$ cat src/rtl/axi_arb_pkg.sv
// Shared types and helpers for the two-requester AXI-lite command arbiter.
package axi_arb_pkg;

  typedef enum logic [1:0] {
    IDLE,
    ISSUE,
    WAIT,
    RESP
  } arb_state_e;

  localparam logic [1:0] ERR_OK  = 2'b00;
  localparam logic [1:0] ERR_SLV = 2'b01;
  localparam logic [1:0] ERR_TMO = 2'b10;
  localparam logic [1:0] ERR_DEC = 2'b11;

  // 33-bit compare so a window touching the top of the address space cannot wrap.
  function automatic logic in_window(input logic [31:0] addr,
                                     input logic [31:0] base,
                                     input logic [31:0] size);
    logic [32:0] lo;
    logic [32:0] hi;
    lo = {1'b0, base};
    hi = {1'b0, base} + {1'b0, size};
    return ({1'b0, addr} >= lo) && ({1'b0, addr} < hi);
  endfunction

endpackage

$ cat src/rtl/rr_arbiter2.sv
// Two-way round-robin grant: a lone request wins, a tie goes to the side that did not win last.
module rr_arbiter2 (
  input  logic [1:0] req,
  input  logic       last,
  output logic [1:0] gnt,
  output logic       gnt_id
);

  always_comb begin
    gnt_id = 1'b0;
    gnt    = '0;
    case (req)
      2'b01:   gnt_id = 1'b0;
      2'b10:   gnt_id = 1'b1;
      2'b11:   gnt_id = ~last;
      default: gnt_id = 1'b0;
    endcase
    if (req != 2'b00) begin
      gnt = gnt_id ? 2'b10 : 2'b01;
    end
  end

endmodule

$ cat src/rtl/axi_req_arbiter.sv
// Shares one AXI-lite command port between two requesters, one transaction at a time,
// with address-window decode and a WAIT-state timeout.
module axi_req_arbiter
  import axi_arb_pkg::*;
#(
  parameter logic [31:0] ADDR_BASE = 32'h0000_0000,
  parameter logic [31:0] ADDR_SIZE = 32'h0000_1000,
  parameter int unsigned TIMEOUT   = 256
) (
  input  logic        i_clk,
  input  logic        i_rst,
  input  logic        req0_valid,
  output logic        req0_ready,
  input  logic        req0_write,
  input  logic [31:0] req0_addr,
  input  logic [31:0] req0_wdata,
  input  logic [3:0]  req0_wstrb,
  output logic        req0_done,
  output logic [31:0] req0_rdata,
  output logic [1:0]  req0_err,
  input  logic        req1_valid,
  output logic        req1_ready,
  input  logic        req1_write,
  input  logic [31:0] req1_addr,
  input  logic [31:0] req1_wdata,
  input  logic [3:0]  req1_wstrb,
  output logic        req1_done,
  output logic [31:0] req1_rdata,
  output logic [1:0]  req1_err,
  output logic        m_start_write,
  output logic        m_start_read,
  output logic [31:0] m_addr,
  output logic [31:0] m_wdata,
  output logic [3:0]  m_wstrb,
  output logic        m_psel,
  input  logic        m_done,
  input  logic [31:0] m_rdata,
  input  logic        m_err,
  output logic        busy,
  output logic        grant_id
);

  localparam int unsigned CW = (TIMEOUT > 0) ? $clog2(TIMEOUT + 1) : 1;
  localparam logic [CW-1:0] CNT_LAST = CW'(TIMEOUT - 1);

  arb_state_e       state_q, state_d;
  logic             rr_last_q, rr_last_d;
  logic             gid_q, gid_d;
  logic             wr_q, wr_d;
  logic [31:0]      addr_q, addr_d;
  logic [31:0]      wdata_q, wdata_d;
  logic [3:0]       wstrb_q, wstrb_d;
  logic [CW-1:0]    cnt_q, cnt_d;
  logic [1:0][31:0] rdata_q, rdata_d;
  logic [1:0][1:0]  err_q, err_d;

  logic [1:0]       gnt;
  logic             gnt_id;
  logic             sel_write;
  logic [31:0]      sel_addr;
  logic [31:0]      sel_wdata;
  logic [3:0]       sel_wstrb;
  logic             active;

  rr_arbiter2 u_rr (
    .req    ({req1_valid, req0_valid}),
    .last   (rr_last_q),
    .gnt    (gnt),
    .gnt_id (gnt_id)
  );

  always_comb begin
    sel_write = gnt_id ? req1_write : req0_write;
    sel_addr  = gnt_id ? req1_addr  : req0_addr;
    sel_wdata = gnt_id ? req1_wdata : req0_wdata;
    sel_wstrb = gnt_id ? req1_wstrb : req0_wstrb;
  end

  always_comb begin
    state_d   = state_q;
    rr_last_d = rr_last_q;
    gid_d     = gid_q;
    wr_d      = wr_q;
    addr_d    = addr_q;
    wdata_d   = wdata_q;
    wstrb_d   = wstrb_q;
    cnt_d     = cnt_q;
    rdata_d   = rdata_q;
    err_d     = err_q;
    case (state_q)
      IDLE: begin
        if (gnt != 2'b00) begin
          gid_d   = gnt_id;
          wr_d    = sel_write;
          addr_d  = sel_addr;
          wdata_d = sel_write ? sel_wdata : '0;
          wstrb_d = sel_write ? sel_wstrb : '0;
          if (in_window(sel_addr, ADDR_BASE, ADDR_SIZE)) begin
            state_d = ISSUE;
          end else begin
            err_d[gnt_id]   = ERR_DEC;
            rdata_d[gnt_id] = '0;
            state_d         = RESP;
          end
        end
      end
      ISSUE: begin
        cnt_d   = '0;
        state_d = WAIT;
      end
      WAIT: begin
        if (cnt_q != '1) begin
          cnt_d = cnt_q + 1'b1;
        end
        // Completion takes priority over a timeout landing on the same cycle.
        if (m_done) begin
          rdata_d[gid_q] = wr_q ? '0 : m_rdata;
          err_d[gid_q]   = {1'b0, m_err};
          state_d        = RESP;
        end else if ((TIMEOUT != 0) && (cnt_q == CNT_LAST)) begin
          rdata_d[gid_q] = '0;
          err_d[gid_q]   = ERR_TMO;
          state_d        = RESP;
        end
      end
      RESP: begin
        rr_last_d = gid_q;
        wr_d      = 1'b0;
        addr_d    = '0;
        wdata_d   = '0;
        wstrb_d   = '0;
        state_d   = IDLE;
      end
      default: state_d = IDLE;
    endcase
  end

  always_ff @(posedge i_clk) begin
    if (i_rst) begin
      state_q   <= IDLE;
      rr_last_q <= 1'b1;
      gid_q     <= 1'b0;
      wr_q      <= 1'b0;
      addr_q    <= '0;
      wdata_q   <= '0;
      wstrb_q   <= '0;
      cnt_q     <= '0;
      rdata_q   <= '0;
      err_q     <= '0;
    end else begin
      state_q   <= state_d;
      rr_last_q <= rr_last_d;
      gid_q     <= gid_d;
      wr_q      <= wr_d;
      addr_q    <= addr_d;
      wdata_q   <= wdata_d;
      wstrb_q   <= wstrb_d;
      cnt_q     <= cnt_d;
      rdata_q   <= rdata_d;
      err_q     <= err_d;
    end
  end

  always_comb begin
    active        = (state_q == ISSUE) || (state_q == WAIT);
    req0_ready    = (state_q == IDLE) && gnt[0] && !i_rst;
    req1_ready    = (state_q == IDLE) && gnt[1] && !i_rst;
    req0_done     = (state_q == RESP) && !gid_q;
    req1_done     = (state_q == RESP) && gid_q;
    req0_rdata    = rdata_q[0];
    req1_rdata    = rdata_q[1];
    req0_err      = err_q[0];
    req1_err      = err_q[1];
    m_start_write = (state_q == ISSUE) && wr_q;
    m_start_read  = (state_q == ISSUE) && !wr_q;
    m_psel        = active;
    m_addr        = active ? addr_q  : '0;
    m_wdata       = active ? wdata_q : '0;
    m_wstrb       = active ? wstrb_q : '0;
    busy          = (state_q != IDLE);
    grant_id      = gid_q;
  end

endmodule

$ cat config.mk
export PLATFORM = sky130hd
export DESIGN_NAME = axi_req_arbiter
export DESIGN_NICKNAME = d
export VERILOG_FILES = /design/src/rtl/axi_arb_pkg.sv /design/src/rtl/rr_arbiter2.sv /design/src/rtl/axi_req_arbiter.sv
export SDC_FILE = /design/constraint.sdc
export NUM_CORES = 1
export LEC_CHECK = 0
export BUFFER_PORTS_ARGS = -buffer_cell sky130_fd_sc_hd__buf_4
export CAP_MARGIN = 20
export CORE_UTILIZATION = 40
export CTS_BUF_LIST = sky130_fd_sc_hd__clkbuf_4 sky130_fd_sc_hd__clkbuf_8
export CTS_CLUSTER_DIAMETER = 80
export DETAILED_ROUTE_END_ITERATION = 16
export GPL_TIMING_DRIVEN = 0
export PLACE_DENSITY_LB_ADDON = 0.15
export SLEW_MARGIN = 30
export SYNTH_ARGS = -nofsm -noshare
export SYNTH_HDL_FRONTEND = slang
export SYNTH_SLANG_ARGS = --single-unit
$ cat constraint.sdc
create_clock -name i_clk -period 2.6 [get_ports i_clk]
set_clock_uncertainty 0.2 [all_clocks]
set_input_delay 0.13 -clock i_clk [delete_from_list [all_inputs] [get_ports i_clk]]
set_output_delay 0.13 -clock i_clk [all_outputs]
set_load 0.03 [all_outputs]
==> flow_summary_export.csv <==
group,metric,value,unit
outcome,outcome,"finished, final reports clean",
cts,clkTransAtPathRegs,90,ps
route,drc_errors,0,
place,port-buffer-count,319,
setup_path,r2r-end,"wdata_q[16]",
synthesis,ys_ff_latch,150,
sta,hold_violations,0,
place,place_hpwl,19940,µm
route,routed_wl,29840,µm
sta,drv_slew,0,
setup_path,regToRegSetupSlack,110,ps
cts,insertion_delay,450,ps
cts,clk_path_buf_depth,2,
setup_path,critical_path_class,"in -> reg",
synthesis,syn_avg_cell_area,8.303,µm²
pwr,ir_drop,503.3,µV
setup_path,critical_path.startpoint_type,"primary input",
setup_path,ff2ff_path_depth,7,
place,dpl.cell_count,1440,
worst_hold_path,worst_hold_path.endpoint,"req0_rdata[0]",
synthesis,netlist_area,0.007406,mm²
grt,antenna_found_initial,0,
setup_path,r2r_start,"rr_last_q",
cts,cts_tree,"built",
grt,grt_pass1_vias,8999,
synthesis,ys_seq_area_share,40.55,%
synthesis,syn-instance-count,892,
synthesis,ys_warn_count,0,
cts,clockRootBuffer,"clkbuf_8",
floorplanning,dieArea,0.01906,mm²
route,ant_nets,0,
sta,fin_hold_ws,94.36,ps
cts,clock_sinks,150,
final_layout,layout.nets,1586,
grt,grt_pass1_wl,46920,µm
synthesis,yosysUniqueCellTypes,50,
final_layout,final_cells,1644,
worst_hold_path,hp-class,"in -> reg",
floorplanning,initial_core_util,41.09,%
setup_path,cp.required,2730,ps
floorplanning,rows,49,
route,drt_first_iter_violations,513,
sta,timing.fmax,395.9,MHz
cts,cts-buffers-inserted,17,
synthesis,syn_nets,1076,
sta,min_period_over_period,97.14,%
flow_run,max_cap_viol_count,0,
sta,slew_headroom,39.28,%
sta,worst_slew_pin_slew,910.8,ps
sta,finalCriticalPeriod,2526,ps
floorplanning,die_h,138.1,µm
final_layout,post-route-util,68.24,%
sta,finalSetupViolations,0,
floorplanning,die_w,138.1,µm
place,gp_congestion,0.8919,
cts,ctsHtreeMaxLevel,4,
setup_path,cp.arrival,2650,ps
setup_path,end_kind,"flop",
final_layout,drive_gt1_share,28.69,%
grt,grt_max_degree,20,
floorplanning,fp.coreArea,0.01802,mm²
worst_hold_path,worstHoldPathCells,3,
grt,grt.total_usage,30.74,%
setup_path,cp_max_fo,10,
floorplanning,io_pins,321,
final_layout,syn_to_final_growth,66.09,%
grt,grt_overflow,0,
route,wire_per_inst,18.15,µm
worst_hold_path,worstHoldStart,"i_rst",
route,routed_via_density,5.427,
final_layout,num_antenna_cells,0,
route,dr.pass1.iters,5,
pwr,pwr_density_cell,743.3,mW/mm²
route,vias,8922,
pwr,p_leak,5.631,nW
[sequential cells by signal (all words and copies together) (netlist names), 4 cells and up]
name,count
wdata_q,32
addr_q,32
cnt_q,9
req1_rdata,32
req0_rdata,32
wstrb_q,4
[critical path, cell delays in order]
cell	delay, ps
dlygate4sd3_1	580
buf_4	170
a21bo_1	140
buf_6	170
buf_2	310
mux2i_1	260
dlygate4sd3_1	590
a2bb2oi_1	210
nor2_1	70
[what timing repair did]
item,CTS,global route
pin swaps,0,2
endpoints found under the setup margin,139,141
hold buffers,173,0
gates resized for setup,21,44
cloned,0,0
endpoints found under the hold margin,132,0
buffers inserted,0,3
[logic make-up (layout without fill, tap and decap cells)]
logic type	after synthesis	count (layout)	synth area share, %
AND/OR/NAND/NOR	340	340	22.35
AO/OA/AOI/OAI	264	264	25.17
flip-flops	150	150	40.55
buffers and inverters	90	613	5.153
multiplexers	39	39	5.305
adder cells (fa/ha/maj)	8	8	1.352
XOR/XNOR	1	1	0.1183
[worst max-delay path by stage]
stage / start / endpoint / depth (start not counted) / slack (ps)
6_report: req0_valid / wdata_q[16] / 9 / 70
5_1_grt: cnt_q[2] / req1_rdata[30] / 10 / -20
4_1_cts: state_q[0] / wr_q / 9 / 4
3_5_place_dp: state_q[0] / req0_rdata[28] / 9 / -400
3_3_place_gp: state_q[0] / req0_rdata[29] / 9 / -410
2_1_floorplan: cnt_q[2] / req0_rdata[10] / 10 / 220
[cells in the mapped netlist (all sizes together)]
master	instances	area, µm²
dfxtp	150	3003
nor2	112	420.4
nand2	81	304.0
a21oi	75	375.4
and2	70	437.9
clkbuf	67	251.5
mux2i	37	370.4
a2bb2oi	36	315.3
o21ai	36	180.2
nor2b	35	219.0
a22oi	33	247.7
a22o	32	280.3
o311ai	31	271.5
buf	14	96.34
nor4	12	90.09
inv	9	33.78
ha	8	100.1
nor3	7	35.03
nand3	6	30.03
and3	5	36.28
nand4	3	18.77
o211ai	3	22.52
o221ai	3	32.53
or2	3	18.77
a21boi	2	15.02
a21o	2	15.01
and4	2	17.52
mux2	2	22.52
nand2b	2	12.51
nor3b	2	15.01
o221a	2	31.28
a211o	1	8.760
a211oi	1	7.510
a21bo	1	10.01
a311oi	1	8.760
o2111a	1	11.26
o21bai	1	7.510
o22ai	1	6.260
o311a	1	10.01
o31ai	1	7.510
xnor2	1	8.760
[cell usage in the layout (no fill, tap or decap), types with 35 or more instances in the layout]
cell type,count
a21oi_1,74
a2bb2oi_1,36
and2_1,70
buf_4,323
clkbuf_1,43
dfxtp_1,150
dlygate4sd3_1,173
mux2i_1,37
nand2_1,80
nor2_1,111
nor2b_1,35
[layout make-up]
| cell class | instances | area, µm² |
|---|---|---|
| Fill cell | 1432 | 5724 |
| Timing Repair Buffer | 495 | 4149 |
| Multi-Input combinational cell | 652 | 4074 |
| Sequential cell | 150 | 3003 |
| Buffer | 77 | 371.6 |
| Tap cell | 229 | 286.5 |
| Clock buffer | 19 | 249.0 |
| Clock inverter | 13 | 133.9 |
| Inverter | 9 | 33.78 |
[metrics by stage]
stage / setup TNS (ps) / area (µm²) / setup slack [ps] / power, mW
after floorplan: 0 / 7406 / 220.4 / 5.410
after global placement: -14780 / 10090 / -408.9 / 6.915
after detailed placement: -18720 / 10090 / -404.0 / 6.926
after CTS: 0 / 12250 / 4.024 / 8.985
after global routing: -74.40 / 12300 / -19.86 / 9.637
final: 0 / 12300 / 74.27 / 9.144
[report_power, final]
group | switching [mW] | leakage (nW) | internal [mW]
combinational | 2.88 | 4.22 | 1.68
sequential | 0.185 | 1.22 | 2.62
clock | 0.918 | 0.192 | 0.867
total | 3.98 | 5.63 | 5.16
[routing by layer]
| metal | wire [µm] | vias to the layer above | share of wire (%) | GRT usage [%] |
|---|---|---|---|---|
| li1 | - | 4197 | - | - |
| met1 | 11790 | 4164 | 39 | 35.28 |
| met2 | 14370 | 449 | 48 | 52.21 |
| met3 | 2409 | 112 | 8.1 | 8.417 |
| met4 | 1270 | 0 | 4.3 | 15.85 |
| met5 | 0 | - | 0 | 0 |
Note: power is estimated with default switching activity, not from simulation.
